### src/rtl/mult_div_unit.sv
// Iterative multiply/divide unit with HI/LO registers.
// Performs one shift-add or restoring-subtract step per cycle, then applies signs in a fix-up cycle.
module mult_div_unit #(
    parameter int unsigned WIDTH = 32
) (
    input  logic             clk,
    input  logic             rst_n,
    input  logic             start_i,
    input  logic [2:0]       op_i,
    input  logic [WIDTH-1:0] a_i,
    input  logic [WIDTH-1:0] b_i,
    output logic             busy_o,
    output logic             done_o,
    output logic [WIDTH-1:0] hi_o,
    output logic [WIDTH-1:0] lo_o
);

    localparam int unsigned CntW = (WIDTH > 1) ? $clog2(WIDTH) : 1;

    typedef enum logic [1:0] {StIdle, StRun, StFix} state_e;

    state_e            state_q;
    logic [CntW-1:0]   cnt_q;
    logic              busy_q, done_q;
    logic              is_div_q, neg_q, rem_neg_q, dbz_q;
    logic [WIDTH-1:0]  opa_q, acc_q, lo_acc_q;
    logic [WIDTH-1:0]  hi_q, lo_q;

    logic              a_neg, b_neg;
    logic [WIDTH-1:0]  a_mag, b_mag;
    logic [WIDTH:0]    mul_sum, div_shift, div_diff;
    logic [WIDTH-1:0]  acc_d, lo_acc_d;
    logic [2*WIDTH-1:0] prod, prod_fix;
    logic [WIDTH-1:0]  quo_fix, rem_fix, fix_hi, fix_lo;

    always_comb begin
        // op_i[0] clear selects the signed variants (MULT/DIV)
        a_neg = ~op_i[0] & a_i[WIDTH-1];
        b_neg = ~op_i[0] & b_i[WIDTH-1];
        a_mag = a_neg ? (~a_i + WIDTH'(1)) : a_i;
        b_mag = b_neg ? (~b_i + WIDTH'(1)) : b_i;

        mul_sum   = {1'b0, acc_q} + (lo_acc_q[0] ? {1'b0, opa_q} : '0);
        div_shift = {acc_q, lo_acc_q[WIDTH-1]};
        div_diff  = div_shift - {1'b0, opa_q};

        if (is_div_q) begin
            if (!div_diff[WIDTH]) begin
                acc_d    = div_diff[WIDTH-1:0];
                lo_acc_d = {lo_acc_q[WIDTH-2:0], 1'b1};
            end else begin
                acc_d    = div_shift[WIDTH-1:0];
                lo_acc_d = {lo_acc_q[WIDTH-2:0], 1'b0};
            end
        end else begin
            acc_d    = mul_sum[WIDTH:1];
            lo_acc_d = {mul_sum[0], lo_acc_q[WIDTH-1:1]};
        end

        prod     = {acc_q, lo_acc_q};
        prod_fix = neg_q ? (~prod + (2*WIDTH)'(1)) : prod;
        // Divide by zero must yield all ones regardless of operand signs
        quo_fix  = dbz_q ? '1 : (neg_q ? (~lo_acc_q + WIDTH'(1)) : lo_acc_q);
        rem_fix  = rem_neg_q ? (~acc_q + WIDTH'(1)) : acc_q;
        fix_hi   = is_div_q ? rem_fix : prod_fix[2*WIDTH-1:WIDTH];
        fix_lo   = is_div_q ? quo_fix : prod_fix[WIDTH-1:0];
    end

    always_ff @(posedge clk or negedge rst_n) begin
        if (!rst_n) begin
            state_q   <= StIdle;
            cnt_q     <= '0;
            busy_q    <= 1'b0;
            done_q    <= 1'b0;
            is_div_q  <= 1'b0;
            neg_q     <= 1'b0;
            rem_neg_q <= 1'b0;
            dbz_q     <= 1'b0;
            opa_q     <= '0;
            acc_q     <= '0;
            lo_acc_q  <= '0;
            hi_q      <= '0;
            lo_q      <= '0;
        end else begin
            done_q <= 1'b0;
            case (state_q)
                StIdle: begin
                    if (start_i) begin
                        case (op_i)
                            3'b000, 3'b001, 3'b010, 3'b011: begin
                                state_q   <= StRun;
                                busy_q    <= 1'b1;
                                cnt_q     <= CntW'(WIDTH - 1);
                                is_div_q  <= op_i[1];
                                neg_q     <= a_neg ^ b_neg;
                                rem_neg_q <= a_neg;
                                dbz_q     <= (b_i == '0);
                                acc_q     <= '0;
                                opa_q     <= op_i[1] ? b_mag : a_mag;
                                lo_acc_q  <= op_i[1] ? a_mag : b_mag;
                            end
                            3'b100:  hi_q <= a_i;
                            3'b101:  lo_q <= a_i;
                            default: ;
                        endcase
                    end
                end
                StRun: begin
                    acc_q    <= acc_d;
                    lo_acc_q <= lo_acc_d;
                    if (cnt_q == '0) begin
                        state_q <= StFix;
                    end else begin
                        cnt_q <= cnt_q - CntW'(1);
                    end
                end
                StFix: begin
                    hi_q    <= fix_hi;
                    lo_q    <= fix_lo;
                    done_q  <= 1'b1;
                    busy_q  <= 1'b0;
                    state_q <= StIdle;
                end
                default: state_q <= StIdle;
            endcase
        end
    end

    assign busy_o = busy_q;
    assign done_o = done_q;
    assign hi_o   = hi_q;
    assign lo_o   = lo_q;

endmodule

### config.mk
export PLATFORM = sky130hd
export DESIGN_NAME = mult_div_unit
export DESIGN_NICKNAME = d
export VERILOG_FILES = /design/src/rtl/mult_div_unit.sv
export SDC_FILE = /design/constraint.sdc
export NUM_CORES = 1
export LEC_CHECK = 0
export BUFFER_PORTS_ARGS = -buffer_cell sky130_fd_sc_hd__buf_2
export CAP_MARGIN = 20
export CORE_ASPECT_RATIO = 2
export CORE_MARGIN = 4
export CORE_UTILIZATION = 40
export DETAILED_ROUTE_END_ITERATION = 12
export GPL_ROUTABILITY_DRIVEN = 0
export SLEW_MARGIN = 10
export SYNTH_ARGS = -nofsm -noshare
export SYNTH_HDL_FRONTEND = slang
export SYNTH_SLANG_ARGS = --single-unit
### constraint.sdc
create_clock -name clk -period 4.4 [get_ports clk]
set_clock_uncertainty 0.1 [all_clocks]
set_input_delay 0.22 -clock clk [delete_from_list [all_inputs] [get_ports clk]]
set_output_delay 0.22 -clock clk [all_outputs]
set_load 0.02 [all_outputs]
## Word level (Yosys, flattened, before mapping)

Index checks and enable logic that the tools add are counted.

| word-level totals | value |
|---|---|
| logic and storage cells | 96 |
| register bits | 173 |
| output and inout port bits | 66 |
| input port bits | 70 |

| cells by class | value |
|---|---|
| reductions and logical operators | 14 |
| muxes and demuxes | 39 |
| add/subtract/negate cells | 8 |
| eq/ne operators | 13 |
| bitwise logic cells | 9 |

Operators with widths:

| cell | count |
|---|---|
| 2-to-1 mux 32 bit | 21 |
| case mux 32 bit (2 select lines) | 4 |
| adder 32 x 1 -> 32 bit, second input constant | 4 |
| NOT 32 bit | 4 |
| adder 64 x 1 -> 64 bit, second input constant | 1 |
| 2-to-1 mux 64 bit | 1 |
| NOT 64 bit | 1 |
| adder 32 x 32 -> 33 bit | 1 |
| subtractor 33 x 32 -> 33 bit | 1 |
| zero test 32 bit | 1 |
| AND reduction 3 bit | 6 |
| 2-to-1 mux 5 bit | 3 |
| case mux 5 bit (2 select lines) | 1 |
| equality test 3 x 2 -> 1 bit, second input constant | 2 |
| equality test 3 bit, second input constant | 2 |
| 2-to-1 mux 2 bit | 3 |
| inequality test 2 x 1 -> 1 bit, second input constant | 3 |
| inequality test 2 bit, second input constant | 3 |
| zero test 5 bit | 1 |
| subtractor 5 x 1 -> 5 bit, second input constant | 1 |
| 2-to-1 mux 1 bit | 4 |
| case mux 2 bit (2 select lines) | 1 |
| AND reduction 4 bit | 1 |
| nonzero test 2 bit | 2 |
| 10 further kinds | 11 |

## Longest topological paths before layout

| depth | value |
|---|---|
| depth after elaboration | 7 |
| gate-level depth with buffers | 15 |
| mapped depth without buffers | 14 |

## Least setup slack after synthesis

No wires, ideal clock.

| timing path | value |
|---|---|
| path kind | flip-flop to flip-flop |
| start point | register lo_acc_q[0] |
| end point | register acc_q[29] |
| data arrival time | 3,164 ps |
| setup slack | 999 ps |
| path buffers | 1 |
| library setup time | 136 ps |
| stages on the path, launching flop included | 15 |
| cells stage by stage | dfrtp_1 > inv_1 > clkbuf_1 > nor2_1 > ha_1 > o211ai_1 > a21oi_1 > o21a_1 > a2111oi_2 > o31ai_1 > a221oi_1 > o21ai_1 > a41oi_1 > xor2_1 > o21ai_0 |

| between the ends | value |
|---|---|
| cells in the longest elaborated chain, start to end | 4 |

Ends and longest elaborated chain:

| what | RTL line | RTL |
|---|---|---|
| from (decl) | 26 | `logic [WIDTH-1:0] opa_q, acc_q, lo_acc_q;` |
| from (signal assigned) | 100 | `lo_acc_q <= op_i[1] ? a_mag : b_mag;` |
| from (signal assigned) | 110 | `lo_acc_q <= lo_acc_d;` |
| 2-to-1 mux 32 bit | 43 | `mul_sum = {1'b0, acc_q} + (lo_acc_q[0] ? {1'b0, opa_q} : '0);` |
| adder 32 x 32 -> 33 bit | 43 |  |
| 2-to-1 mux 32 bit | 47 | `if (is_div_q) begin` |
| case mux 32 bit (2 select lines) | 86 | `case (state_q)` |
| to (signal assigned) | 80 | `acc_q <= '0;` |
| to (signal assigned) | 98 | `acc_q <= '0;` |
| to (signal assigned) | 109 | `acc_q <= acc_d;` |
| to (decl) | 26 |  |

Every way passes these cells.
A chain may end at the register's enable or synchronous reset.

## Worst setup path in the final report

| timing path | value |
|---|---|
| start point | register lo_acc_q[0] |
| end point | register acc_q[30] |

Same word-level chain as after synthesis.

==> impl_metrics.py <==
metrics = {
    "cts": {
        "numCtsBuffers": 17,
        "cts.clk_slew.worst_paths_ps": 70,
        "postCtsSetupBuffers": 0,
        "htreeDepth": 4,
        "cts_max_path_buffers": 2,
        "clock_latency_ps": 460,
        "clock_sinks": 173,
        "root_buffer": "clkbuf_16",
        "cts_resized": 0,
        "cts_tree": "done",
        "holdBufCountCts": 4,
    },
    "yosys": {
        "ys_ff_latch": 173,
        "async_flop_share_pct": 100,
        "syn-num-nets": 2053,
        "ys_types": 78,
        "synth_ff_type": "dfrtp_1",
        "synth_area_um2": 14700,
        "synth_seq_area_share_pct": 29.4,
        "synth_cells": 1911,
        "synth_edf_count": 0,
        "avgSynthCellArea_um2": 7.71,
        "ys_warn_count": 0,
    },
    "sta": {
        "final_max_slew_viol_count": 0,
        "finalSetupTns_ps": 0,
        "fmax_mhz": 253,
        "timing.final.crit_share_pct": 89.7,
        "worst_pin_slew_ps": 1050,
        "fin_hold_ws_ps": 31.0,
        "hold_viol": 0,
        "slew_headroom_pct": 30.1,
        "period_needed_ps": 3950,
        "rsz0062_at_grt": "false",
        "setup_viol_count_final": 0,
    },
    "final_layout": {
        "antenna_cells": 0,
        "final_common_cell": "nor2_1",
        "fillers": 3758,
        "multiInputGateArea_um2": 9740,
        "final_cell_mix": "216 x nor2_1, 205 x nand2_1, 202 x a21oi_1, 199 x o21ai_0, 172 x dfrtp_1",
        "drive_above_1_share_pct": 12.4,
        "ff_latch_area_um2": 4330,
        "fin_nets": 2143,
        "area_growth_pct": 12.2,
    },
    "power": {
        "p_per_area_nw_per_um2": 912,
        "p_leak_nw": 7.21,
        "ir_worst_vdd_mv": 0.592,
    },
    "worst_hold_path": {
        "hold_path_class": "in -> reg",
    },
    "grt": {
        "grtUsageTotal_pct": 30.6,
        "grt_first_pass_wirelength_um": 90600,
        "antenna_found_initial": 0,
        "grt_max_degree": 101,
        "grt_pass1_vias": 14800,
        "overflow": 0,
    },
    "route": {
        "firstDrtPassIters": 5,
        "via_per_inst": 6.11,
        "antenna_left": 0,
        "wire_per_inst_um": 25.0,
        "drt_iter0_markers": 1111,
        "finalWirelength_um": 61800,
        "vias": 15100,
        "drcViolationCount": 0,
    },
    "worst_setup_path": {
        "cp.arrival_ps": 4160,
        "crit_path_start_kind": "flip-flop",
        "endpoint_kind": "flip-flop",
        "cp_max_fo": 17,
        "crit_required_ps": 4620,
        "critPathKind": "reg -> reg",
    },
    "run_status": {
        "outcome": "finished, final reports clean",
    },
    "placed_design": {
        "dp_hpwl_um": 48700,
        "port_buffers": 135,
    },
    "die": {
        "die_y_um": 279,
        "ios": 136,
        "num_rows": 99,
        "start_util_pct": 40.4,
        "die_w_um": 144,
        "core_area_um2": 36400,
        "dieArea_um2": 40100,
    },
    "flow_run": {
        "cap_violations": 0,
    },
}
-- cell families (layout without fill, tap and decap cells) --
logic type	after synthesis	count (layout)	synth area share, %
compound gates	631	631	25.9
xor+xnor	170	170	10.1
fa+ha+maj	72	72	6.22
buf+inv	176	279	4.65
flops	173	173	29.4
mux	60	60	4.11
simple gates	629	629	19.6
-- flip-flops by register name (all words and copies together) (netlist names) --
register / count
acc_q: 32
busy_o: 1
cnt_q: 5
dbz_q: 1
done_o: 1
hi_o: 32
is_div_q: 1
lo_acc_q: 32
lo_o: 32
neg_q: 1
opa_q: 32
rem_neg_q: 1
state_q: 2
-- worst max-delay path, cell delays in order (launching register included) --
cell and delay [ps]:
dfrtp_1 450, inv_1 480, nor2_1 120, ha_1 350, a21oi_1 180, o21ai_0 150, a21oi_1 300, o21bai_1 100
a221o_1 360, a211oi_2 400, o21ai_0 220, a41oi_1 280, xor2_1 170, o221ai_1 120
-- cells in the mapped netlist (27+ instances only) --
| cell | instances | area share [%] |
|---|---|---|
| o21ai_0 | 199 | 6.8 |
| o31ai_1 | 27 | 1.4 |
| xor2_1 | 67 | 4.0 |
| nand2_1 | 206 | 5.2 |
| a21oi_1 | 202 | 6.9 |
| inv_1 | 64 | 1.6 |
| nor3_1 | 44 | 1.5 |
| a21o_1 | 27 | 1.4 |
| mux2i_1 | 56 | 3.8 |
| dfrtp_1 | 173 | 29 |
| ha_1 | 70 | 5.9 |
| xnor2_1 | 103 | 6.1 |
| nor2_1 | 218 | 5.6 |
| o22ai_1 | 29 | 1.2 |
| clkbuf_1 | 93 | 2.4 |
-- layer usage --
layer / routed length, um / GRT usage, %
met1: 19000 / 28.2
met5: 0 / 0
met4: 7200 / 28.0
met3: 2780 / 4.03
met2: 32800 / 56.1
-- per-stage QoR --
stage	cells	area [um^2]	setup WS (ps)	utilization (%)	total power, mW
after floorplan	1911	14700	999	-	9.84
after global placement	2431	15900	537	43.7	13.2
after detailed placement	2431	15900	492	43.7	13.3
after CTS	2467	16500	480	45.3	14.9
after global routing	2468	16500	105	45.4	16.0
final	2468	16500	455	45.4	15.1
-- area by class of cell --
class,count,area share [%]
Clock inverter,12,0.606
Inverter,65,1.48
Timing Repair Buffer,182,6.52
Clock buffer,20,2.82
Tap cell,454,3.44
Multi-Input combinational cell,1562,58.9
Sequential cell,173,26.2
-- report_power, final --
group          switching (mW)  internal, mW  total [mW]
Sequential              0.921          2.35        3.27
Clock                   0.739         0.780        1.52
Combinational            6.48          3.80        10.3
Total                    8.14          6.93        15.1
-- worst paths after layout --
| check | start | end | slack [ps] | cells past startpoint |
|---|---|---|---|---|
| max | lo_acc_q[0] | acc_q[30] | 450 | 13 |
| min reg2reg | lo_o[10] | lo_o[10] | 380 | 1 |
| max in group asynchronous | rst_n | is_div_q | 2910 | 3 |
| max reg2reg | lo_acc_q[0] | acc_q[30] | 450 | 13 |
| min in group asynchronous | rst_n | lo_o[8] | 280 | 2 |
| min | b_i[29] | dbz_q | 30 | 3 |
(Power assumes the default switching activity.)
